$ cat src/rtl/bool_pkg.sv
// Shared op encodings and legality check for the boolean pipeline.
// BOOL_POPCNT_EN makes op 0011 (POPCNT) legal.
package bool_pkg;

  typedef enum logic [3:0] {
    OP_PASSA  = 4'b1010,
    OP_AND    = 4'b1000,
    OP_NOR    = 4'b0001,
    OP_OR     = 4'b1110,
    OP_XNOR   = 4'b1001,
    OP_XOR    = 4'b0110,
    OP_POPCNT = 4'b0011
  } bool_op_e;

  function automatic logic is_legal_op(
    input logic [3:0] op
  );
    logic ok;
    ok = 1'b0;
    unique case (1'b1)
      (op == OP_PASSA): ok = 1'b1;
      (op == OP_AND):   ok = 1'b1;
      (op == OP_NOR):   ok = 1'b1;
      (op == OP_OR):    ok = 1'b1;
      (op == OP_XNOR):  ok = 1'b1;
      (op == OP_XOR):   ok = 1'b1;
`ifdef BOOL_POPCNT_EN
      (op == OP_POPCNT): ok = 1'b1;
`endif
      default: ok = 1'b0;
    endcase
    return ok;
  endfunction

endpackage

$ cat src/rtl/bool_core.sv
// Combinational op evaluator: result, zero and illegal-op flags.
// BOOL_POPCNT_EN adds the popcount path for op 0011.
module bool_core #(
  parameter int WIDTH = 32
) (
  input  logic [3:0]       op,
  input  logic [WIDTH-1:0] a,
  input  logic [WIDTH-1:0] b,
  output logic [WIDTH-1:0] result,
  output logic             zero,
  output logic             err
);
  import bool_pkg::*;

`ifdef BOOL_POPCNT_EN
  logic [WIDTH-1:0] cnt;

  always_comb begin
    cnt = '0;
    for (int i = 0; i < WIDTH; i++)
      cnt = cnt + {{(WIDTH-1){1'b0}}, a[i]};
  end
`endif

  always_comb begin
    result = '0;
    err    = ~is_legal_op(op);
    unique case (1'b1)
      (op == OP_PASSA): result = a;
      (op == OP_AND):   result = a & b;
      (op == OP_NOR):   result = ~(a | b);
      (op == OP_OR):    result = a | b;
      (op == OP_XNOR):  result = ~(a ^ b);
      (op == OP_XOR):   result = a ^ b;
`ifdef BOOL_POPCNT_EN
      (op == OP_POPCNT): result = cnt;
`endif
      default: result = '0;
    endcase
    zero = ~|result;
  end

endmodule

$ cat src/rtl/bool_pipe.sv
// Two-stage valid/ready boolean unit: S1 holds operands, S2 the result.
// Define BOOL_POPCNT_EN to enable the POPCNT op (0011).
module bool_pipe #(
  parameter int WIDTH = 32,
  parameter int OPW   = 4
) (
  input  logic             clk,
  input  logic             reset_n,
  input  logic             in_valid,
  output logic             in_ready,
  input  logic [OPW-1:0]   in_op,
  input  logic [WIDTH-1:0] in_a,
  input  logic [WIDTH-1:0] in_b,
  output logic             out_valid,
  input  logic             out_ready,
  output logic [WIDTH-1:0] out_result,
  output logic             out_zero,
  output logic             out_err
);
  import bool_pkg::*;

  logic             s1_valid;
  logic [OPW-1:0]   s1_op;
  logic [WIDTH-1:0] s1_a;
  logic [WIDTH-1:0] s1_b;

  logic [WIDTH-1:0] c_result;
  logic             c_zero;
  logic             c_err;

  logic s2_adv;
  logic in_fire;

  bool_core #(
    .WIDTH(WIDTH)
  ) u_core (
    .op    (s1_op),
    .a     (s1_a),
    .b     (s1_b),
    .result(c_result),
    .zero  (c_zero),
    .err   (c_err)
  );

  // S1 may refill whenever S2 can take its current content.
  assign s2_adv   = ~out_valid | out_ready;
  assign in_ready = reset_n & (~s1_valid | ~out_valid | out_ready);
  assign in_fire  = in_valid & in_ready;

  always_ff @(posedge clk) begin
    if (!reset_n) begin
      s1_valid   <= 1'b0;
      s1_op      <= '0;
      s1_a       <= '0;
      s1_b       <= '0;
      out_valid  <= 1'b0;
      out_result <= '0;
      out_zero   <= 1'b0;
      out_err    <= 1'b0;
    end else begin
      if (s2_adv) begin
        out_valid <= s1_valid;
        if (s1_valid) begin
          out_result <= c_result;
          out_zero   <= c_zero;
          out_err    <= c_err;
        end
      end
      if (in_fire) begin
        s1_valid <= 1'b1;
        s1_op    <= in_op;
        s1_a     <= in_a;
        s1_b     <= in_b;
      end else if (s2_adv) begin
        s1_valid <= 1'b0;
      end
    end
  end

endmodule
$ cat config.mk
export PLATFORM = sky130hd
export DESIGN_NAME = bool_pipe
export DESIGN_NICKNAME = d
export VERILOG_FILES = /design/src/rtl/bool_pkg.sv /design/src/rtl/bool_core.sv /design/src/rtl/bool_pipe.sv
export SDC_FILE = /design/constraint.sdc
export NUM_CORES = 1
export LEC_CHECK = 0
export ABC_AREA = 1
export CELL_PAD_IN_SITES_DETAIL_PLACEMENT = 0
export CELL_PAD_IN_SITES_GLOBAL_PLACEMENT = 1
export CORE_AREA = 8 8 153 140
export CTS_BUF_LIST = sky130_fd_sc_hd__clkbuf_4
export CTS_CLUSTER_SIZE = 10
export DETAILED_ROUTE_END_ITERATION = 16
export DIE_AREA = 0 0 161 148
export HOLD_SLACK_MARGIN = 0.02
export PLACE_DENSITY_LB_ADDON = 0.1
export SETUP_SLACK_MARGIN = 0.4
export SYNTH_ARGS = -nofsm -noshare
export SYNTH_HDL_FRONTEND = slang
export SYNTH_SLANG_ARGS = --single-unit
$ cat constraint.sdc
create_clock -name clk -period 1.4 [get_ports clk]
set_input_delay 0.28 -clock clk [delete_from_list [all_inputs] [get_ports clk]]
set_output_delay 0.28 -clock clk [all_outputs]
set_load 0.01 [all_outputs]
==> results.py, run 1 <==
metrics = {
    "synth": {
        "syn_avg_cell_area_um2": 6.75,
        "synth_cells": 956,
        "yosysWarnings": 0,
        "syn-cell-area_um2": 6450,
        "syn_nets": 1092,
        "ys_ff_latch": 104,
        "synth_seq_area_share": 0.323,
        "synth_cell_types": 24,
    },
    "outcome": {
        "violations": "negative setup slack",
        "status": "finished, violations left",
    },
    "setup_path": {
        "crit_path_max_fanout": 7,
        "crit_family": "buffers and inverters",
        "crit_buf_inv": 6,
        "end_kind": "register",
        "slowest_delay_ns": 0.38,
        "rr_startpoint": "s1_op[1]$_SDFFE_PN0P_",
        "reg2reg_to": "out_zero$_SDFFE_PN0P_",
        "critical-path-slowest-cell": "dfxtp_4",
        "reg2regPathDepth": 16,
        "cp.depth": 16,
        "required_ns": 1.85,
        "critPathLaunchType": "register",
        "setup.worst_path.class": "register to register",
        "crit_start": "s1_op[1]$_SDFFE_PN0P_",
        "crit_chain": "buf_6, inv_6, nor2_4, buf_12, buf_12, buf_16, nand3_2, nand3_2, nor2_1, buf_4, nand2_2, nor2_2, nand2_1, nor2_1, nand2_1, a21oi_2",
        "r2r_setup_slack_ns": -0.50,
        "worst_ep_arrival_time_ns": 2.35,
        "crit_end": "out_zero$_SDFFE_PN0P_",
    },
    "sta": {
        "timing.fmax_mhz": 527,
        "slew_headroom": 0.700,
        "final.setup.worst_slack_ns": -0.496,
        "worst_pin_slew_ns": 0.451,
        "fin_hold_ws_ns": 0.302,
        "timing.final.crit_share": 1.35,
        "finClkSkew_ns": 0.0162,
        "rsz0062_at_grt": "true",
        "slew_violations": 0,
        "hold_viol": 0,
        "fin_crit_ns": 1.90,
        "setup_viol": 105,
    },
    "drt": {
        "vias": 7418,
        "routed_wl_um": 26300,
        "viasPerCell": 4.75,
        "wl_per_cell_um": 16.9,
        "drtIter0Drc": 331,
        "ant_nets": 0,
        "drc": 0,
        "drt_first_pass_iters": 7,
    },
    "floorplanning": {
        "dieArea_um2": 23800,
        "io_pins": 108,
        "die_h_um": 148,
        "coreArea_um2": 18900,
        "die_width_um": 161,
        "core.rowCount": 48,
        "initial_core_util": 0.342,
    },
    "min_path": {
        "hold_path_class": "primary input to register",
    },
    "cts": {
        "cts.sinks": 104,
        "cts_made_buffers": 9,
        "cts_tree": "done",
        "worstSkewPairLatency_ns": 0.50,
        "clkTransAtPathRegs_ns": 0.17,
        "cts-root-buf": "clkbuf_4",
        "htree_levels": 3,
        "clk_path_buf_depth": 2,
    },
    "final_layout": {
        "multiInputGateArea_um2": 4780,
        "drive_gt1_frac": 0.482,
        "num-fill-cells": 1635,
        "ff_latch_area_um2": 2160,
        "mostFrequentLayoutCells": "214 x nand2_1, 192 x buf_4, 132 x inv_1",
        "area_growth_pct": 89.4,
        "fin_nets": 1441,
        "layout_commonest_cell": "nand2_1",
        "layout.cells.non_filler": 1561,
    },
    "placed_design": {
        "numPortBuffers": 107,
        "post-dp-hpwl_um": 15100,
        "dp_cells": 1460,
        "gp_congestion": 0.807,
    },
    "global_route": {
        "grt_pass1_wl_um": 40100,
        "antenna_found_initial": 1,
        "gr-total-overflow": 0,
        "grt_start_max_net_pins": 48,
        "grt_pass1_vias": 7334,
        "grt_usage": 0.212,
    },
    "flow_run": {
        "drv_cap": 0,
    },
    "power": {
        "ir_drop_mv": 0.414,
        "leakagePower_nw": 6.05,
        "power_density_nw_per_um2": 734,
    },
}
[per-layer routing]
layer	global-route usage	up-vias	wire length [µm]
met5	0	-	0
met3	0.0395	30	1680
li1	-	3751	-
met2	0.343	201	12100
met4	0.0486	0	435
met1	0.288	3436	12100
[cells by family after synthesis]
kind of cell,Yosys count,share of synthesized area
buf+inv,205,0.129
simple gates,463,0.298
flops,104,0.323
compound gates,120,0.127
fa+ha+maj,64,0.124
[repair_timing]
item / in CTS / in global routing
resized for setup: 371 / 181
gates cloned: 21 / 1
hold buffers: 0 / 0
endpoints found under the setup margin: 138 / 139
buffers inserted: 50 / 12
pin swaps: 40 / 23
[flip-flops by register name (all words and copies together) (netlist names)]
| signal | count |
|---|---|
| out_valid | 1 |
| s1_op | 4 |
| out_zero | 1 |
| s1_a | 32 |
| s1_valid | 1 |
| out_err | 1 |
| s1_b | 32 |
| out_result | 32 |
[synth_stat cells]
library cell / n / area, µm²
a21oi_1: 17 / 85.1
buf_1: 3 / 11.3
buf_2: 15 / 75.1
buf_4: 5 / 37.5
buf_6: 3 / 33.8
clkbuf_1: 28 / 105
dfxtp_1: 104 / 2080
ha_1: 64 / 801
inv_1: 148 / 556
inv_2: 3 / 11.3
nand2_1: 302 / 1130
nand2_2: 3 / 18.8
nand2_4: 2 / 22.5
nand3_1: 96 / 480
nand3b_1: 3 / 22.5
nor2_1: 50 / 188
nor2_2: 4 / 25.0
nor2_4: 2 / 22.5
nor3b_1: 1 / 7.51
o2111ai_1: 1 / 8.76
o211ai_1: 18 / 135
o21ai_0: 15 / 75.1
o21ai_1: 1 / 5.00
o31ai_1: 68 / 510
[cell type report]
class | instances | area share
Multi-Input combinational cell | 648 | 0.391
Timing Repair Buffer | 391 | 0.347
Sequential cell | 104 | 0.177
Inverter | 151 | 0.0474
Tap cell | 250 | 0.0256
Clock buffer | 10 | 0.00614
Clock inverter | 6 | 0.00563
Antenna cell | 1 | 0.000205
[stage by stage]
step           worst slack [ns]  utilization  total power, mW  cell area [µm²]  TNS [ns]
3_5_place_dp             -0.629        0.502             6.14             9460    -43.60
2_1_floorplan           -0.0670            -             4.72             6790   -0.0670
6_report                 -0.496        0.648             8.97            12200    -23.98
3_3_place_gp             -0.603        0.502             6.13             9460    -40.96
5_1_grt                  -0.638        0.648             9.48            12200    -31.40
4_1_cts                  -0.448        0.600             8.63            11300    -21.38
[worst register-to-register path, delay by kind of cell (launching register included)]
kind / cells / cell delay, ns
AOI/OAI and AO/OA: 1 / 0.12
and+or+nand+nor: 9 / 0.62
DFF: 1 / 0.38
buffers and inverters: 6 / 0.73
[worst min path at each step]
| stage | end | slack [ns] | startpoint | cells after the start |
|---|---|---|---|---|
| 2_1_floorplan | s1_op[0]$_SDFFE_PN0P_ | 0.39 | in_op[0] | 2 |
| 3_3_place_gp | s1_a[7]$_SDFFE_PN0P_ | 0.48 | s1_a[7]$_SDFFE_PN0P_ | 2 |
| 3_5_place_dp | out_err$_SDFFE_PN0P_ | 0.48 | out_err$_SDFFE_PN0P_ | 2 |
| 4_1_cts | s1_b[27]$_SDFFE_PN0P_ | 0.26 | in_b[27] | 3 |
| 5_1_grt | s1_a[15]$_SDFFE_PN0P_ | 0.29 | in_a[15] | 3 |
| 6_report | s1_a[27]$_SDFFE_PN0P_ | 0.30 | in_a[27] | 3 |
[power by group]
| part | switching (mW) | leakage [nW] | internal [mW] |
|---|---|---|---|
| Combinational | 1.83 | 5.09 | 2.05 |
| Sequential | 0.152 | 0.879 | 3.20 |
| Clock | 1.17 | 0.0770 | 0.575 |
| Total | 3.14 | 6.05 | 5.83 |
Note: power is estimated with default switching activity, not from simulation.
==> run 2, diff against run 1 <==
Settings changed: GPL_TIMING_DRIVEN from default to 1.
==> results of run 2 <==
Same layout as run 1: the final DEF is identical, and so are final timing and power.
==> run 3, diff against run 2 <==
Settings changed: CAP_MARGIN from default to 20.
==> results of run 3 <==
Same layout as run 1: the final DEF is identical, and so are final timing and power.
